==> config.mk <==
export PLATFORM = sky130hd
export DESIGN_NAME = morse_keyer_flat
export DESIGN_NICKNAME = d
export VERILOG_FILES = /design/src/rtl/morse_keyer_if.sv /design/src/rtl/morse_keyer.sv /design/src/flat_wrapper.sv
export SDC_FILE = /design/constraint.sdc
export NUM_CORES = 1
export LEC_CHECK = 0
export CORE_MARGIN = 2
export CORE_UTILIZATION = 30
export DETAILED_ROUTE_END_ITERATION = 16
export PLACE_DENSITY_LB_ADDON = 0.08
export SYNTH_ARGS = -nofsm -noshare
export SYNTH_HDL_FRONTEND = slang
export SYNTH_SLANG_ARGS = --single-unit
==> constraint.sdc <==
create_clock -name clk -period 8.3 [get_ports clk]
set_input_delay 1.66 -clock clk [delete_from_list [all_inputs] [get_ports clk]]
set_output_delay 1.66 -clock clk [all_outputs]
set_load 0.01 [all_outputs]
==> src/rtl/morse_keyer_if.sv <==
`default_nettype none
// =============================================================================
//  Module   : morse_keyer_if
//  Brief    : Byte-write bus from the SPI device protocol block to the keyer.
//  Revision : 1.0  initial release
// =============================================================================
interface morse_keyer_if;
    logic [7:0] pw_wdata;
    logic       pw_wcmd;
    logic       pw_wstb;
    logic       pw_end;

    modport master (output pw_wdata, output pw_wcmd, output pw_wstb, output pw_end);
    modport slave  (input  pw_wdata, input  pw_wcmd, input  pw_wstb, input  pw_end);
endinterface
`default_nettype wire

==> src/rtl/morse_keyer.sv <==
`default_nettype none
// =============================================================================
//  Module   : morse_keyer
//  Brief    : Buffers ASCII text from SPI write frames and keys it out as Morse.
//  Revision : 1.0  initial release
// =============================================================================
module morse_keyer #(
    parameter int         UNIT_CYCLES = 2160000,
    parameter int         DEPTH       = 16,
    parameter logic [7:0] CMD_TEXT    = 8'h10,
    parameter logic [7:0] CMD_ABORT   = 8'h11
) (
    input  wire logic          clk,
    input  wire logic          rst,
    morse_keyer_if.slave       pw,
    output logic               key,
    output logic               busy,
    output logic               fifo_full,
    output logic               overflow
);

    localparam int c_tw  = $clog2(5 * UNIT_CYCLES);
    localparam int c_pw  = $clog2(DEPTH);
    localparam int c_cw  = c_pw + 1;
    localparam logic [c_tw-1:0] c_load_1u = c_tw'(UNIT_CYCLES - 1);
    localparam logic [c_tw-1:0] c_load_3u = c_tw'(3 * UNIT_CYCLES - 1);
    localparam logic [c_tw-1:0] c_load_4u = c_tw'(4 * UNIT_CYCLES - 1);

    typedef enum logic [2:0] {
        S_IDLE   = 3'd0,
        S_FETCH  = 3'd1,
        S_MARK   = 3'd2,
        S_ESPACE = 3'd3,
        S_CSPACE = 3'd4,
        S_WSPACE = 3'd5
    } state_t;

    // Returns {len[2:0], pattern[4:0]}; pattern is left-aligned, 1 = dash,
    // bit 4 is the first element. len 0 marks an unsupported byte.
    function automatic logic [7:0] morse_code(input logic [7:0] ch);
        case (ch)
            "A": morse_code = {3'd2, 5'b01000};
            "B": morse_code = {3'd4, 5'b10000};
            "C": morse_code = {3'd4, 5'b10100};
            "D": morse_code = {3'd3, 5'b10000};
            "E": morse_code = {3'd1, 5'b00000};
            "F": morse_code = {3'd4, 5'b00100};
            "G": morse_code = {3'd3, 5'b11000};
            "H": morse_code = {3'd4, 5'b00000};
            "I": morse_code = {3'd2, 5'b00000};
            "J": morse_code = {3'd4, 5'b01110};
            "K": morse_code = {3'd3, 5'b10100};
            "L": morse_code = {3'd4, 5'b01000};
            "M": morse_code = {3'd2, 5'b11000};
            "N": morse_code = {3'd2, 5'b10000};
            "O": morse_code = {3'd3, 5'b11100};
            "P": morse_code = {3'd4, 5'b01100};
            "Q": morse_code = {3'd4, 5'b11010};
            "R": morse_code = {3'd3, 5'b01000};
            "S": morse_code = {3'd3, 5'b00000};
            "T": morse_code = {3'd1, 5'b10000};
            "U": morse_code = {3'd3, 5'b00100};
            "V": morse_code = {3'd4, 5'b00010};
            "W": morse_code = {3'd3, 5'b01100};
            "X": morse_code = {3'd4, 5'b10010};
            "Y": morse_code = {3'd4, 5'b10110};
            "Z": morse_code = {3'd4, 5'b11000};
            "0": morse_code = {3'd5, 5'b11111};
            "1": morse_code = {3'd5, 5'b01111};
            "2": morse_code = {3'd5, 5'b00111};
            "3": morse_code = {3'd5, 5'b00011};
            "4": morse_code = {3'd5, 5'b00001};
            "5": morse_code = {3'd5, 5'b00000};
            "6": morse_code = {3'd5, 5'b10000};
            "7": morse_code = {3'd5, 5'b11000};
            "8": morse_code = {3'd5, 5'b11100};
            "9": morse_code = {3'd5, 5'b11110};
            default: morse_code = 8'h00;
        endcase
    endfunction

    logic [7:0]      r_mem [DEPTH];
    logic [c_pw-1:0] r_wr_ptr;
    logic [c_pw-1:0] r_rd_ptr;
    logic [c_cw-1:0] r_count;
    logic            r_overflow;
    logic            r_armed;

    state_t          r_state;
    state_t          w_state_nxt;
    logic [c_tw-1:0] r_cnt;
    logic [c_tw-1:0] w_cnt_nxt;
    logic [2:0]      r_len;
    logic [2:0]      w_len_nxt;
    logic [4:0]      r_pat;
    logic [4:0]      w_pat_nxt;
    logic            r_key;

    logic            w_full;
    logic            w_empty;
    logic            w_cmd;
    logic            w_abort;
    logic            w_push;
    logic            w_pop;
    logic            w_write;
    logic            w_drop;
    logic [7:0]      w_head;
    logic [7:0]      w_upper;
    logic [7:0]      w_code;
    logic            w_is_space;

    assign w_full     = (r_count == c_cw'(DEPTH));
    assign w_empty    = (r_count == '0);
    assign w_cmd      = pw.pw_wstb & pw.pw_wcmd;
    assign w_abort    = w_cmd & (pw.pw_wdata == CMD_ABORT);
    assign w_push     = pw.pw_wstb & ~pw.pw_wcmd & r_armed;
    // A pop in the same cycle frees a slot, so a full FIFO still accepts the byte.
    assign w_write    = w_push & (~w_full | w_pop);
    assign w_drop     = w_push & w_full & ~w_pop;

    assign w_head     = r_mem[r_rd_ptr];
    assign w_upper    = (w_head >= "a" && w_head <= "z") ? (w_head - 8'h20) : w_head;
    assign w_code     = morse_code(w_upper);
    assign w_is_space = (w_head == " ");

    always_ff @(posedge clk) begin
        if (w_write) begin
            r_mem[r_wr_ptr] <= pw.pw_wdata;
        end
    end

    always_ff @(posedge clk) begin
        if (rst) begin
            r_wr_ptr   <= '0;
            r_rd_ptr   <= '0;
            r_count    <= '0;
            r_overflow <= 1'b0;
            r_armed    <= 1'b0;
        end else begin
            if (pw.pw_end) begin
                r_armed <= 1'b0;
            end else if (w_cmd) begin
                r_armed <= (pw.pw_wdata == CMD_TEXT);
            end
            if (w_abort) begin
                r_wr_ptr   <= '0;
                r_rd_ptr   <= '0;
                r_count    <= '0;
                r_overflow <= 1'b0;
            end else begin
                if (w_write) r_wr_ptr <= r_wr_ptr + 1'b1;
                if (w_pop)   r_rd_ptr <= r_rd_ptr + 1'b1;
                r_count <= r_count + c_cw'(w_write) - c_cw'(w_pop);
                if (w_drop)  r_overflow <= 1'b1;
            end
        end
    end

    always_comb begin
        w_state_nxt = r_state;
        w_cnt_nxt   = (r_cnt != '0) ? (r_cnt - 1'b1) : r_cnt;
        w_len_nxt   = r_len;
        w_pat_nxt   = r_pat;
        w_pop       = 1'b0;
        case (r_state)
            S_IDLE: begin
                if (!w_empty) w_state_nxt = S_FETCH;
            end
            S_FETCH: begin
                w_pop = 1'b1;
                if (w_is_space) begin
                    w_state_nxt = S_WSPACE;
                    w_cnt_nxt   = c_load_4u;
                end else if (w_code[7:5] != 3'd0) begin
                    w_state_nxt = S_MARK;
                    w_len_nxt   = w_code[7:5];
                    w_pat_nxt   = w_code[4:0];
                    w_cnt_nxt   = w_code[4] ? c_load_3u : c_load_1u;
                end else begin
                    w_state_nxt = S_IDLE;
                end
            end
            S_MARK: begin
                if (r_cnt == '0) begin
                    w_pat_nxt = {r_pat[3:0], 1'b0};
                    w_len_nxt = r_len - 1'b1;
                    if (r_len == 3'd1) begin
                        w_state_nxt = S_CSPACE;
                        w_cnt_nxt   = c_load_3u;
                    end else begin
                        w_state_nxt = S_ESPACE;
                        w_cnt_nxt   = c_load_1u;
                    end
                end
            end
            S_ESPACE: begin
                if (r_cnt == '0) begin
                    w_state_nxt = S_MARK;
                    w_cnt_nxt   = r_pat[4] ? c_load_3u : c_load_1u;
                end
            end
            S_CSPACE, S_WSPACE: begin
                if (r_cnt == '0) w_state_nxt = S_IDLE;
            end
            default: w_state_nxt = S_IDLE;
        endcase
    end

    // key is registered off the next state so it tracks MARK cycle-for-cycle.
    always_ff @(posedge clk) begin
        if (rst) begin
            r_state <= S_IDLE;
            r_cnt   <= '0;
            r_len   <= '0;
            r_pat   <= '0;
            r_key   <= 1'b0;
        end else if (w_abort) begin
            r_state <= S_IDLE;
            r_cnt   <= '0;
            r_key   <= 1'b0;
        end else begin
            r_state <= w_state_nxt;
            r_cnt   <= w_cnt_nxt;
            r_len   <= w_len_nxt;
            r_pat   <= w_pat_nxt;
            r_key   <= (w_state_nxt == S_MARK);
        end
    end

    assign key       = r_key;
    assign busy      = (r_state != S_IDLE) | ~w_empty;
    assign fifo_full = w_full;
    assign overflow  = r_overflow;

endmodule
`default_nettype wire

==> src/flat_wrapper.sv <==
// flat-port wrapper written by rule: the top's interface ports become plain ports
module morse_keyer_flat 
#(
    parameter int         UNIT_CYCLES = 2160000,
    parameter int         DEPTH       = 16,
    parameter logic [7:0] CMD_TEXT    = 8'h10,
    parameter logic [7:0] CMD_ABORT   = 8'h11
)
  (clk, rst, key, busy, fifo_full, overflow, pw_pw_wdata, pw_pw_wcmd, pw_pw_wstb, pw_pw_end);
  morse_keyer_if pw_i ();
  input  wire logic clk;
  input  wire logic rst;
  output logic key;
  output logic busy;
  output logic fifo_full;
  output logic overflow;
  input wire logic [$bits(pw_i.pw_wdata)-1:0] pw_pw_wdata;
  input wire logic [$bits(pw_i.pw_wcmd)-1:0] pw_pw_wcmd;
  input wire logic [$bits(pw_i.pw_wstb)-1:0] pw_pw_wstb;
  input wire logic [$bits(pw_i.pw_end)-1:0] pw_pw_end;
  assign pw_i.pw_wdata = pw_pw_wdata;
  assign pw_i.pw_wcmd = pw_pw_wcmd;
  assign pw_i.pw_wstb = pw_pw_wstb;
  assign pw_i.pw_end = pw_pw_end;
  morse_keyer #(.UNIT_CYCLES(UNIT_CYCLES), .DEPTH(DEPTH), .CMD_TEXT(CMD_TEXT), .CMD_ABORT(CMD_ABORT)) u_core (.clk(clk), .rst(rst), .pw(pw_i), .key(key), .busy(busy), .fifo_full(fifo_full), .overflow(overflow));
endmodule
== Yosys cells after proc, flatten, opt, wreduce, memory -nomap -nowiden ==
Memories as Yosys holds them, arrays and structs flattened. A register that Yosys moved wholly into a read port is not among the register bits.
Cells that the tools add are included.

* Mux-type cells: 32
* Divide/modulo/power cells: 0
* $lt $le $gt $ge: 2
* Add/subtract/negate cells: 7
* Reduce and logical (&&, ||, !) cells: 12
* Equal/unequal tests: 14
* Shift operators: 0
* Bitwise gates (word level): 14
* Multiply operators: 0

{| class="wikitable"
|+ Operator list
! kind !! count
|-
| 2-to-1 mux 24 bit || 5
|-
| one-hot mux 24 bit (3 select lines) || 1
|-
| 2-to-1 mux 23 bit || 3
|-
| 2-to-1 mux 3 bit || 9
|-
| logical NOT 24 bit || 1
|-
| nonzero test 24 bit || 1
|-
| subtractor 24 x 1 -> 24 bit (second input constant) || 1
|-
| == test 8 x 5 -> 1 bit (second input constant) || 2
|-
| 2-to-1 mux 8 bit || 2
|-
| 2-to-1 mux 5 bit || 3
|-
| one-hot mux 3 bit (5 select lines) || 1
|-
| one-hot mux 5 bit (2 select lines) || 1
|-
| == test 3 x 2 -> 1 bit (second input constant) || 3
|-
| adder 4 x 1 -> 4 bit (second input constant) || 2
|-
| == test 8 x 6 -> 1 bit (second input constant) || 1
|-
| >= comparator 8 x 7 -> 1 bit (second input constant) || 1
|-
| <= comparator 8 x 7 -> 1 bit (second input constant) || 1
|-
| 2-to-1 mux 4 bit || 2
|-
| subtractor 8 x 6 -> 8 bit (second input constant) || 1
|-
| AND 1 bit || 7
|-
| == test 3 x 1 -> 1 bit (second input constant) || 2
|-
| == test 3 bit (second input constant) || 2
|-
| one-hot mux 3 bit (2 select lines) || 1
|-
| nonzero test 3 bit || 2
|-
| other kinds (16) || 26
|}

* Word-level logic and storage cells: 93
* Output and inout port bits: 4
* Memories: 2
* Bits of input ports: 13
* Bits in latches: 0
* RAM bits: 128
* Register bits after elaboration: 51
* ROM bits: 1024

{| class="wikitable"
|+ Memory list
! name !! depth !! width !! rd ports !! clocked after memory_dff !! write ports !! line !! text
|-
| (no name shown) || 128 || 8 || 1 || 0 || 0 || morse_keyer.sv:41 || <nowiki>case (ch)</nowiki>
|-
| u_core.r_mem || 16 || 8 || 1 || 1 || 1 || morse_keyer.sv:82 || <nowiki>logic [7:0] r_mem [DEPTH];</nowiki>
|}

== Logic depth before layout (Yosys ltp) ==
An unclocked memory read counts as a cell.

* Depth in word-level cells: 10
* Gate-level depth with buffers: 18
* Gate-level depth less buffers: 14

== Worst setup path after synthesis ==
Ideal clock, no wire load.

* Kind: reg-to-reg
* From: register (tool-made name)
* To: register u_core.r_pat[1]
* Required time: 8.179 ns
* Path buffers: 3
* Cell stages (with the launch flop): 15
* Arrival: 3.739 ns
* Period minus slack after synthesis: 3.861 ns
* Path slack: 4.439 ns
* Cells stage by stage: dfxtp_1 > buf_4 > mux4_2 > mux4_2 > inv_1 > ha_1 > o21ai_1 > a221oi_2 > a31oi_2 > a41o_1 > a211o_1 > buf_6 > a21o_1 > buf_6 > mux2_4

{| class="wikitable"
|+ RTL lines
! element !! line !! text
|-
| end signal, assigned || morse_keyer.sv:225 || <nowiki>r_pat <= w_pat_nxt;</nowiki>
|-
| end, declared || morse_keyer.sv:95 || <nowiki>logic [4:0] r_pat;</nowiki>
|}

==> flow_summary.yaml <==
sta:
  fin_ws_ns: 3.597
  fmax_ghz: 0.2126
  finalCriticalPeriod_ns: 4.703
  rsz0062_at_grt: "false"
  tightest_slew_ns: 1.218
  relSlewSlack_pct: 18.51
  setup_tns_ns: 0
  setup_violations: 0
  hold_viol: 0
  fin_skew_ns: 0.01326
  drv_slew: 0
  post-route-period-util_pct: 56.66
route:
  dr_wl_met2_um: 10590
  top_layer: "met4"
  ant_nets: 0
  drtPass1Iterations: 5
  drt-initial-drc-count: 390
  vias: 5442
  wl_per_cell_um: 19.34
  drc_errors: 0
  drt-total-wl_um: 21130
  met3_length_um: 454
  wl_met1_um: 9837
  via_per_inst: 4.979
setup_path:
  start_kind: "flip-flop"
  reg2reg_depth: 11
  r2r_end: "u_core.r_pat[2]"
  required_ns: 8.61
  r2r_slack_ns: 3.60
  cp-endpoint: "u_core.r_pat[2]"
  crit_type: "flip-flop to flip-flop"
  cp_max_fo: 15
  worstPathArrival_ns: 5.02
  end_kind: "flip-flop"
synth:
  synth.distinct_cells: 71
  yosys_warnings: 0
  yosys_register_bits: 183
  postSynthAreaPerCell_um2: 12.74
  synthesis.nets: 728
  synth-async-reset-ratio_pct: 0
  synth-seq-area-share_pct: 56.24
  netlist_instances: 690
  synth_area_mm2: 0.008792
  synth_edf_count: 128
  synth_flop_cell: "edfxtp_1"
cts:
  numCtsBuffers: 17
  cts_sinks: 183
  cts_buffer_depth: 2
  hold_buffers: 0
  post_cts_buffers: 0
  cts_resized: 0
  cts_tree: "done"
  ctsRootBufferMaster: "clkbuf_16"
  htree_levels: 4
  cts.clk_slew.worst_paths_ns: 0.08
  clk_latency_ns: 0.43
global_routing:
  grt_max_degree: 34
  grt_overflow: 0
  grt_usage_pct: 14.26
  antenna_found_initial: 0
  grt_pass1_wl_um: 33030
  grt_pass1_vias: 5531
finish:
  final_nets: 734
  drive_gt1_share_pct: 13.82
  diodes: 0
  mostFrequentLayoutCells: "128 x edfxtp_1, 57 x nor2_1, 55 x dfxtp_1"
  area_delta_synth_final_pct: 12.51
  final_common_cell: "edfxtp_1"
pwr:
  ir_drop_mv: 0.1228
  p_leak_nw: 3.339
  pwr_density_cell_mw_per_mm2: 289.1
  power_mw: 2.859
floorplanning:
  initial_utilization_pct: 30.55
  num_rows: 62
  dieArea_mm2: 0.03069
  ios: 17
  core-area_mm2: 0.02878
  die_h_um: 175.2
  die_x_um: 175.2
placement:
  dp.final_hpwl_um: 14400
  place.gp.congestion: 0.7334
  pre_cts_slack_ns: 3.419
  io_buffers: 16
run:
  cap_violations: 0
hold_path:
  hold_path.class: "flip-flop to flip-flop"
outcome:
  status: "completed"
-- report_power, final --
part | switching, mW | internal (mW) | leakage [nW]
Combinational | 0.538 | 0.395 | 1.45
Clock | 0.400 | 0.434 | 0.291
Sequential | 0.0600 | 1.03 | 1.60
Total | 0.998 | 1.86 | 3.34
-- final cells by class --
cell class,instances,area (µm²)
inverters,35,133.9
clock inverters,15,178.9
multi-input cells,438,3531
clock buffers,17,425.4
fillers,2784,18890
repair buffers,21,197.7
well taps,384,480.5
flip-flops and latches,183,4945
-- worst min path at each step --
stage | from | to | slack [ns] | cells past startpoint
global placement | u_core.overflow | u_core.overflow | 0.45 | 2
finish | u_core.r_len[1] | u_core.r_len[1] | 0.46 | 2
global route | u_core.r_pat[0] | u_core.r_pat[0] | 0.49 | 2
CTS | u_core.r_pat[0] | u_core.r_pat[0] | 0.47 | 2
floorplan | u_core.r_len[1] | u_core.r_len[1] | 0.44 | 2
detailed placement | u_core.r_pat[0] | u_core.r_pat[0] | 0.46 | 2
-- sequential cells by signal, summed over array words and instances (netlist names), named ones only --
name / count
u_core.r_wr_ptr: 4
u_core.r_armed: 1
u_core.key: 1
u_core.r_cnt: 24
u_core.r_len: 3
u_core.overflow: 1
u_core.r_state: 3
u_core.r_mem: 128
u_core.r_rd_ptr: 4
u_core.r_pat: 5
u_core.r_count: 5
-- cells in the mapped netlist (6+ instances only) --
cell type / n / area, µm²
a21oi_1: 31 / 155.2
ha_1: 24 / 300.3
nor2_1: 57 / 214.0
mux4_2: 35 / 788.3
o21ai_0: 17 / 85.08
xnor2_1: 15 / 131.4
and2_1: 7 / 43.79
a21o_1: 7 / 52.55
nand2b_1: 10 / 62.56
a31oi_1: 10 / 62.56
nor3_1: 29 / 145.1
edfxtp_1: 128 / 3844
mux2i_1: 22 / 220.2
nand2_1: 48 / 180.2
a211oi_1: 9 / 67.56
nor4_1: 7 / 43.79
nor2b_1: 9 / 56.30
inv_1: 32 / 120.1
mux2_2: 8 / 90.09
nand4_1: 6 / 37.54
dfxtp_1: 55 / 1101
clkbuf_1: 12 / 45.04
xor2_1: 15 / 131.4
buf_2: 8 / 40.04
-- metrics by stage --
stage	hold WS, ns	cells	instance area, µm²	util [%]
after floorplan	0.4385	690	8792	-
after global placement	0.4509	1061	9288	32.27
after detailed placement	0.4586	1061	9288	32.27
after CTS	0.4701	1093	9892	34.37
after global routing	0.4867	1093	9892	34.37
final	0.4640	1093	9892	34.37
-- per-layer routing --
layer | GRT usage [%] | up-vias
met3 | 2.285 | 13
li1 | - | 2616
met2 | 24.25 | 79
met5 | 0 | -
met4 | 3.611 | 0
met1 | 18.95 | 2734
-- critical path, stage by stage (launching register included) --
cell and delay [ns]:
dfxtp_1 0.82, mux4_2 0.40, mux4_2 0.62, inv_1 0.22, ha_1 0.35, o21ai_1 0.13, a221oi_2 0.36, a31oi_2 0.25
a41o_1 0.31, a211o_1 0.45, a21o_1 0.33, mux2_4 0.33
-- kinds of logic (layout without fill, tap and decap cells) --
group | Yosys count | after routing | share of synthesized area (%)
compound gates | 117 | 117 | 9.094
xor+xnor | 30 | 30 | 2.989
simple gates | 196 | 196 | 10.70
fa+ha+maj | 25 | 25 | 3.643
mux | 70 | 70 | 13.51
buf+inv | 69 | 88 | 3.828
flops | 183 | 183 | 56.24
No activity file was read; power rests on OpenSTA's default activity.
